File: src/rtl/mips_ctrl_alu.sv
// mips_ctrl_alu
// Main decode, ALU control and 32-bit ALU for the 5-stage MIPS pipeline.
// Everything is combinational up to a single output register stage, so
// outputs appear one clock after the inputs.
//
// Optional feature macro: MIPS_ALU_SHIFT_EN
//   defined   : funct 000000 / 000010 decode to sll / srl and the shifter is built.
//   undefined : those funct codes decode to 1111 and produce result 0.
//
// Ports:
//   clk        rising-edge clock
//   rst        asynchronous, active-high reset; clears every output
//   stall      hold all output registers (takes priority over flush)
//   flush      load a bubble: control outputs and alu_ctl go to 0,
//              result and zero still update
//   op_code    instruction[31:26]
//   funct      instruction[5:0]
//   shamt      instruction[10:6]
//   in1, in2   ALU operands A and B
//   reg_dst, branch, mem_read, mem_to_reg, mem_write, alu_src, reg_write,
//   alu_op     registered main-decode outputs
//   alu_ctl    registered ALU operation code
//   result     registered ALU result
//   zero       registered flag, set when the ALU result is 0
module mips_ctrl_alu (
  input  logic        clk,
  input  logic        rst,
  input  logic        stall,
  input  logic        flush,
  input  logic [5:0]  op_code,
  input  logic [5:0]  funct,
  input  logic [4:0]  shamt,
  input  logic [31:0] in1,
  input  logic [31:0] in2,
  output logic        reg_dst,
  output logic        branch,
  output logic        mem_read,
  output logic        mem_to_reg,
  output logic        mem_write,
  output logic        alu_src,
  output logic        reg_write,
  output logic [1:0]  alu_op,
  output logic [3:0]  alu_ctl,
  output logic [31:0] result,
  output logic        zero
);

  // Opcodes
  localparam logic [5:0] OpRType = 6'b000000;
  localparam logic [5:0] OpLw    = 6'b100011;
  localparam logic [5:0] OpSw    = 6'b101011;
  localparam logic [5:0] OpBeq   = 6'b000100;
  localparam logic [5:0] OpAddi  = 6'b001000;

  // R-type funct codes
  localparam logic [5:0] FnAdd = 6'b100000;
  localparam logic [5:0] FnSub = 6'b100010;
  localparam logic [5:0] FnAnd = 6'b100100;
  localparam logic [5:0] FnOr  = 6'b100101;
  localparam logic [5:0] FnNor = 6'b100111;
  localparam logic [5:0] FnSlt = 6'b101010;
`ifdef MIPS_ALU_SHIFT_EN
  localparam logic [5:0] FnSll = 6'b000000;
  localparam logic [5:0] FnSrl = 6'b000010;
`endif

  // ALU operation codes
  localparam logic [3:0] AluAnd = 4'b0000;
  localparam logic [3:0] AluOr  = 4'b0001;
  localparam logic [3:0] AluAdd = 4'b0010;
  localparam logic [3:0] AluSub = 4'b0110;
  localparam logic [3:0] AluSlt = 4'b0111;
  localparam logic [3:0] AluNor = 4'b1100;
  localparam logic [3:0] AluBad = 4'b1111;
`ifdef MIPS_ALU_SHIFT_EN
  localparam logic [3:0] AluSll = 4'b0011;
  localparam logic [3:0] AluSrl = 4'b0100;
`endif

  logic        reg_dst_d;
  logic        branch_d;
  logic        mem_read_d;
  logic        mem_to_reg_d;
  logic        mem_write_d;
  logic        alu_src_d;
  logic        reg_write_d;
  logic [1:0]  alu_op_d;
  logic [3:0]  alu_ctl_d;
  logic [31:0] result_d;
  logic        zero_d;

  // Main decode
  always_comb begin
    reg_dst_d    = 1'b0;
    branch_d     = 1'b0;
    mem_read_d   = 1'b0;
    mem_to_reg_d = 1'b0;
    mem_write_d  = 1'b0;
    alu_src_d    = 1'b0;
    reg_write_d  = 1'b0;
    alu_op_d     = 2'b00;
    case (op_code)
      OpRType: begin
        reg_dst_d   = 1'b1;
        alu_op_d    = 2'b10;
        reg_write_d = 1'b1;
      end
      OpLw: begin
        mem_read_d   = 1'b1;
        mem_to_reg_d = 1'b1;
        alu_src_d    = 1'b1;
        reg_write_d  = 1'b1;
      end
      OpSw: begin
        mem_write_d = 1'b1;
        alu_src_d   = 1'b1;
      end
      OpBeq: begin
        branch_d = 1'b1;
        alu_op_d = 2'b01;
      end
      OpAddi: begin
        alu_src_d   = 1'b1;
        reg_write_d = 1'b1;
      end
      default: ;
    endcase
  end

  // ALU control; ALUOp 11 is never produced by the decoder but maps to add.
  always_comb begin
    alu_ctl_d = AluAdd;
    case (alu_op_d)
      2'b00: alu_ctl_d = AluAdd;
      2'b01: alu_ctl_d = AluSub;
      2'b11: alu_ctl_d = AluAdd;
      2'b10: begin
        case (funct)
          FnAdd:   alu_ctl_d = AluAdd;
          FnSub:   alu_ctl_d = AluSub;
          FnAnd:   alu_ctl_d = AluAnd;
          FnOr:    alu_ctl_d = AluOr;
          FnNor:   alu_ctl_d = AluNor;
          FnSlt:   alu_ctl_d = AluSlt;
`ifdef MIPS_ALU_SHIFT_EN
          FnSll:   alu_ctl_d = AluSll;
          FnSrl:   alu_ctl_d = AluSrl;
`endif
          default: alu_ctl_d = AluBad;
        endcase
      end
      default: alu_ctl_d = AluAdd;
    endcase
  end

  // ALU datapath; shifts operate on the rt path (in2) by shamt.
  always_comb begin
    result_d = 32'd0;
    case (alu_ctl_d)
      AluAnd:  result_d = in1 & in2;
      AluOr:   result_d = in1 | in2;
      AluAdd:  result_d = in1 + in2;
      AluSub:  result_d = in1 - in2;
      AluSlt:  result_d = {31'd0, $signed(in1) < $signed(in2)};
      AluNor:  result_d = ~(in1 | in2);
`ifdef MIPS_ALU_SHIFT_EN
      AluSll:  result_d = in2 << shamt;
      AluSrl:  result_d = in2 >> shamt;
`endif
      default: result_d = 32'd0;
    endcase
    zero_d = (result_d == 32'd0);
  end

`ifndef MIPS_ALU_SHIFT_EN
  // shamt only feeds the shifter.
  logic unused_shamt;
  assign unused_shamt = ^shamt;
`endif

  // Output register: rst > stall > flush > normal capture.
  always_ff @(posedge clk or posedge rst) begin
    if (rst) begin
      reg_dst    <= 1'b0;
      branch     <= 1'b0;
      mem_read   <= 1'b0;
      mem_to_reg <= 1'b0;
      mem_write  <= 1'b0;
      alu_src    <= 1'b0;
      reg_write  <= 1'b0;
      alu_op     <= 2'b00;
      alu_ctl    <= 4'b0000;
      result     <= 32'd0;
      zero       <= 1'b0;
    end else if (!stall) begin
      if (flush) begin
        reg_dst    <= 1'b0;
        branch     <= 1'b0;
        mem_read   <= 1'b0;
        mem_to_reg <= 1'b0;
        mem_write  <= 1'b0;
        alu_src    <= 1'b0;
        reg_write  <= 1'b0;
        alu_op     <= 2'b00;
        alu_ctl    <= 4'b0000;
      end else begin
        reg_dst    <= reg_dst_d;
        branch     <= branch_d;
        mem_read   <= mem_read_d;
        mem_to_reg <= mem_to_reg_d;
        mem_write  <= mem_write_d;
        alu_src    <= alu_src_d;
        reg_write  <= reg_write_d;
        alu_op     <= alu_op_d;
        alu_ctl    <= alu_ctl_d;
      end
      // A bubble still carries the ALU result so forwarding paths stay defined.
      result <= result_d;
      zero   <= zero_d;
    end
  end

endmodule

File: config.mk
export PLATFORM = sky130hd
export DESIGN_NAME = mips_ctrl_alu
export DESIGN_NICKNAME = d
export VERILOG_FILES = /design/src/rtl/mips_ctrl_alu.sv
export SDC_FILE = /design/constraint.sdc
export NUM_CORES = 1
export LEC_CHECK = 0
export CORE_ASPECT_RATIO = 1.2
export CORE_MARGIN = 2
export CORE_UTILIZATION = 59
export CTS_CLUSTER_DIAMETER = 80
export DETAILED_ROUTE_END_ITERATION = 8
export HOLD_SLACK_MARGIN = 0.08
export PLACE_DENSITY = 0.86
export SYNTH_ARGS = -nofsm -noshare
export SYNTH_HDL_FRONTEND = slang
export SYNTH_SLANG_ARGS = --single-unit
File: constraint.sdc
create_clock -name clk -period 3.95 [get_ports clk]
set_input_delay 0.9875 -clock clk [delete_from_list [all_inputs] [get_ports clk]]
set_output_delay 0.9875 -clock clk [all_outputs]
set_load 0.01 [all_outputs]
==> results.txt, run 1 <==
number of flops mapped to enable cells by yosys: 0
fraction of registers with async set/reset: 1.00
Max Root-Sink Buffers: 2
first-pass GRT wire length: 83900 um
largest net degree at the start of global routing: 57
Post-Syn Area: 6900 um2
Die Y: 122 um
# hold bufs at CTS: 0
PortBufs: 125
H-tree lvl count: 2
vias in the first global route: 13.4k
die width: 103 um
I/O pin count: 131
Stop stage: global routing
Err: [ERROR GRT-0116] Global routing finished with congestion. Check the congestion regions in the DRC Viewer.
GR Util All Layers: 0.872
flops & latches, synth: 44
DP Wirelength: 23200 um
row count: 43
Synth cell types: 75
number of synthesis warnings: 0
status: stopped before the end
Cells after Synth: 896
Inst Count DP: 1408
Synth Net Count: 1090
mean area per synthesized cell: 7.70 um2
Primary FF master, synth: dfrtp_1
cts bufs inserted: 5
dpl ws: -1.54 ns
Root Driver: clkbuf_16
clock sink total: 44
grt ovf: 222
routability cong.: 1.09
post-placement cell area: 10300 um2
register area share after synthesis: 0.160
Initial Util: 0.602
-- metal layers --
layer | global-route usage | GRT overflow
met1 | 0.843 | 3
met2 | 1.01 | 128
met3 | 0.760 | 8
met4 | 0.928 | 81
met5 | 0.368 | 2
-- timing repair --
item | CTS
endpoints found under the setup margin | 32
resized for setup | 147
pin swaps | 50
gates cloned | 1
setup buffers | 24
-- cells in the mapped netlist, types with 15 or more instances --
library cell  number  area, um2
ha_1             107       1340
xnor2_1           36        315
clkbuf_1          29        109
dfrtp_1           44       1100
nand3_1           17       85.1
nand2_1           48        180
inv_1            119        447
a21oi_1           76        380
a211oi_1          17        128
mux2i_1           16        160
nor3_1            20        100
xor2_1            18        158
o21ai_0           56        280
mux2_2            15        169
nor2_1            47        176
-- per-stage QoR --
| stage | TNS, ns | util |
|---|---|---|
| after CTS | -2.76 | 0.968 |
| after detailed placement | -23.00 | 0.897 |
| after global placement | -18.75 | 0.897 |
| after floorplan | -0.476 | - |
-- logic make-up after synthesis --
kind of cell	Yosys count	share of synthesized area
mux	31	0.0477
buf+inv	164	0.0920
compound gates	286	0.278
fa+ha+maj	109	0.200
xor+xnor	54	0.0686
simple gates	208	0.155
flops	44	0.160
==> run 2, diff against run 1 <==
==> config.mk (replaced) <==
export PLATFORM = sky130hd
export DESIGN_NAME = mips_ctrl_alu
export DESIGN_NICKNAME = d
export VERILOG_FILES = /design/src/rtl/mips_ctrl_alu.sv
export SDC_FILE = /design/constraint.sdc
export NUM_CORES = 1
export LEC_CHECK = 0
export CORE_MARGIN = 2
export CORE_UTILIZATION = 40
export DETAILED_ROUTE_END_ITERATION = 8
export PLACE_DENSITY_LB_ADDON = 0.15
export SYNTH_ARGS = -nofsm -noshare
export SYNTH_HDL_FRONTEND = slang
export SYNTH_SLANG_ARGS = --single-unit
==> run 2 against run 1 <==
The flow now finishes, with violations (negative setup slack). Area after synthesis unchanged. Synthesized cell count is the same.
==> results.txt, run 2 <==
status: finished with violations
failing checks: negative setup slack
mux cell area share after synthesis: 0.0477
# hold bufs at CTS: 0
Reg with most FFs: result
WHS Endpoint: result[18]
Top delay family on crit path: simple AND/OR/NAND/NOR gates
slowest CP cell: or4_4
H-tree lvl count: 2
Min-Delay Path Depth: 2
Post-Syn Area: 6900 um2
clk slew on worst S/H paths: 0.08 ns
Detailed Route Iter0 Violations: 688
ranking of synthesized cells by area: ha_1 19%, dfrtp_1 16%, inv_1 6.5%
fin cells: 1544
cts bufs inserted: 5
r2r setup slk: 3.18 ns
Lkg Pwr: 5.52 nW
Root Driver: clkbuf_16
share of layout cells above drive strength 1: 0.380
Pins Over Slew Limit: 0
max incr delay on CP: 0.54 ns
Layout fillers: 1450
vias in the first global route: 7997
register area share after synthesis: 0.160
Hold Fails Final Rpt: 0
fraction of registers with async set/reset: 1.00
Layout Nets: 1512
CP required: 4.19 ns
I/O pin count: 131
biggest regs: result (32), alu_ctl (4), alu_op (2)
DP Wirelength: 21200 um
final setup fails: 11
mean area per synthesized cell: 7.70 um2
number of synthesis warnings: 0
vias post-DR: 8507
GR Util All Layers: 0.286
critical path class: in -> reg
hold wc startpoint: result[18]
grt ovf: 0
Tcrit/Tclk final: 1.19
Inst Count DP: 1511
Worst VDD drop: 0.227 mV
reg-to-reg critical path startpoint: result[17]
Worst setup SP type: input pin
flops & latches, synth: 44
Die Y: 135 um
first-pass GRT wire length: 41600 um
Worst-Margin Slew: 0.990 ns
crit path cell chain: buf_6 -> or3_4 -> or4_4 -> ha_4 -> buf_4 -> nor2_4 -> and3_1 -> and2_1 -> a22oi_1 -> o21ai_0 -> a2111oi_0 -> nand4_1 -> nor4_4 -> nand4_1 -> nor4_2 -> and3_1 -> a32o_1
Synth Net Count: 1090
Initial Util: 0.404
core area: 17100 um2
max-cap check violation count: 0
Synth top area share: 0.194
Largest register FFs: 32
diodes inserted: 0
P per Cell Area: 243 nW/um2
Simple-Gate Fraction of Synth Area: 0.155
Synth cell types: 75
largest family of logic cells by synthesized area: compound AO/OA/AOI/OAI gates
DRC viols: 0
initial antenna violation count: 0
compound-gate portion of the synthesized area: 0.278
Buf/Inv on CP: 2
Primary FF master, synth: dfrtp_1
most frequent cell after synthesis: inv_1
CP endpoint kind: flop
routed vias/inst: 5.51
fin crit period: 4.69 ns
worst-skew pair later-pin latency: 0.30 ns
top cell type by total area after synthesis: ha_1
most common cell after layout, fill and taps aside: buf_4
Adder-Cell Fraction of Synth Area: 0.200
cell count of the worst reg-to-reg path: 1
Setup WS post-layout: -0.745 ns
Post-Route Skew: 0 ns
final wirelength: 27300 um
Final Instance Area: 11900 um2
worst-path maximum fanout: 4
row count: 48
PortBufs: 125
xor and xnor fraction of the mapped netlist area: 0.0686
largest net degree at the start of global routing: 57
worst hold path class: reg -> reg
number of flops mapped to enable cells by yosys: 0
Fin Hold WS: 0.489 ns
RSZ-0062 raised after global routing: yes
CTS tree: built
die area: 18300 um2
die width: 135 um
Worst Setup SP: op_code[1]
post-placement cell area: 10600 um2
commonest non-fill, non-tap cells in the layout: 318 x buf_4, 108 x clkdlybuf4s50_1, 105 x inv_1
Area growth syn-to-layout: 72.0%
FMAX: 0.213 GHz
1st-pass router iterations: 6
Post-synth top cells: 119 x inv_1, 107 x ha_1, 76 x a21oi_1
Max Root-Sink Buffers: 2
clock sink total: 44
DR WL/cell: 17.7 um
routability cong.: 0.976
arrival time at the worst endpoint: 4.94 ns
R2R Path End: result[17]
Routed Antenna Nets: 0
Slew headroom: 0.339
Cells after Synth: 896
## run 2: cell counts after synthesis
No cell type changed its count.
## run 2: area by class of cell
class / count / area [um2] / share of cell area
clock buffers: 5 / 125 / 0.0105
clock inverters: 3 / 46.3 / 0.00390
inverters: 119 / 449 / 0.0379
multi-input cells: 688 / 6000 / 0.506
flip-flops and latches: 44 / 1100 / 0.0928
well taps: 225 / 282 / 0.0237
repair buffers: 460 / 3860 / 0.325
## run 2: metrics by stage
stage               TNS (ns)  utilization  power [W]  setup slack (ns)
CTS                    -2.10        0.664    0.00277            -0.686
finish                 -2.73        0.695    0.00289            -0.745
global placement      -21.70        0.624    0.00216             -1.37
detailed placement    -22.77        0.624    0.00217             -1.52
global route           -4.24        0.695    0.00304            -0.865
floorplan             -0.476            -    0.00128            -0.476
## run 2: cell families (layout without fill, tap and decap cells)
logic type	after synthesis	after routing
AOI/OAI and AO/OA	286	286
and+or+nand+nor	208	208
buffers and inverters	164	587
adders and majority gates	109	109
xor gates and xnor gates	54	54
DFF	44	44
muxes	31	31
## run 2: timing repair
action,in CTS,in global routing
pin swaps,48,36
setup endpoints to repair,30,24
gates cloned,0,1
resized for setup,130,93
buffers inserted,18,9
## run 2: power by group
part           internal [W]  leakage, nW  switching [W]
Clock              0.000302       0.0804       0.000217
Sequential         0.000538        0.538      0.0000442
Combinational      0.000944         4.90       0.000843
## run 2: worst max path at each step
stage / endpoint / slack [ns] / depth (start not counted)
global route: zero / -0.86 / 19
finish: zero / -0.74 / 17
CTS: zero / -0.69 / 17
detailed placement: zero / -1.52 / 17
floorplan: zero / -0.48 / 17
global placement: zero / -1.37 / 16
## run 2: layer usage
layer / vias up / part of all wire / track usage
met4: 0 / 0.027 / 0.0845
met1: 4022 / 0.44 / 0.390
met2: 386 / 0.46 / 0.473
met3: 60 / 0.065 / 0.0359
met5: - / 0 / 0
li1: 4039 / - / -
Note: power is estimated with default switching activity, not from simulation.
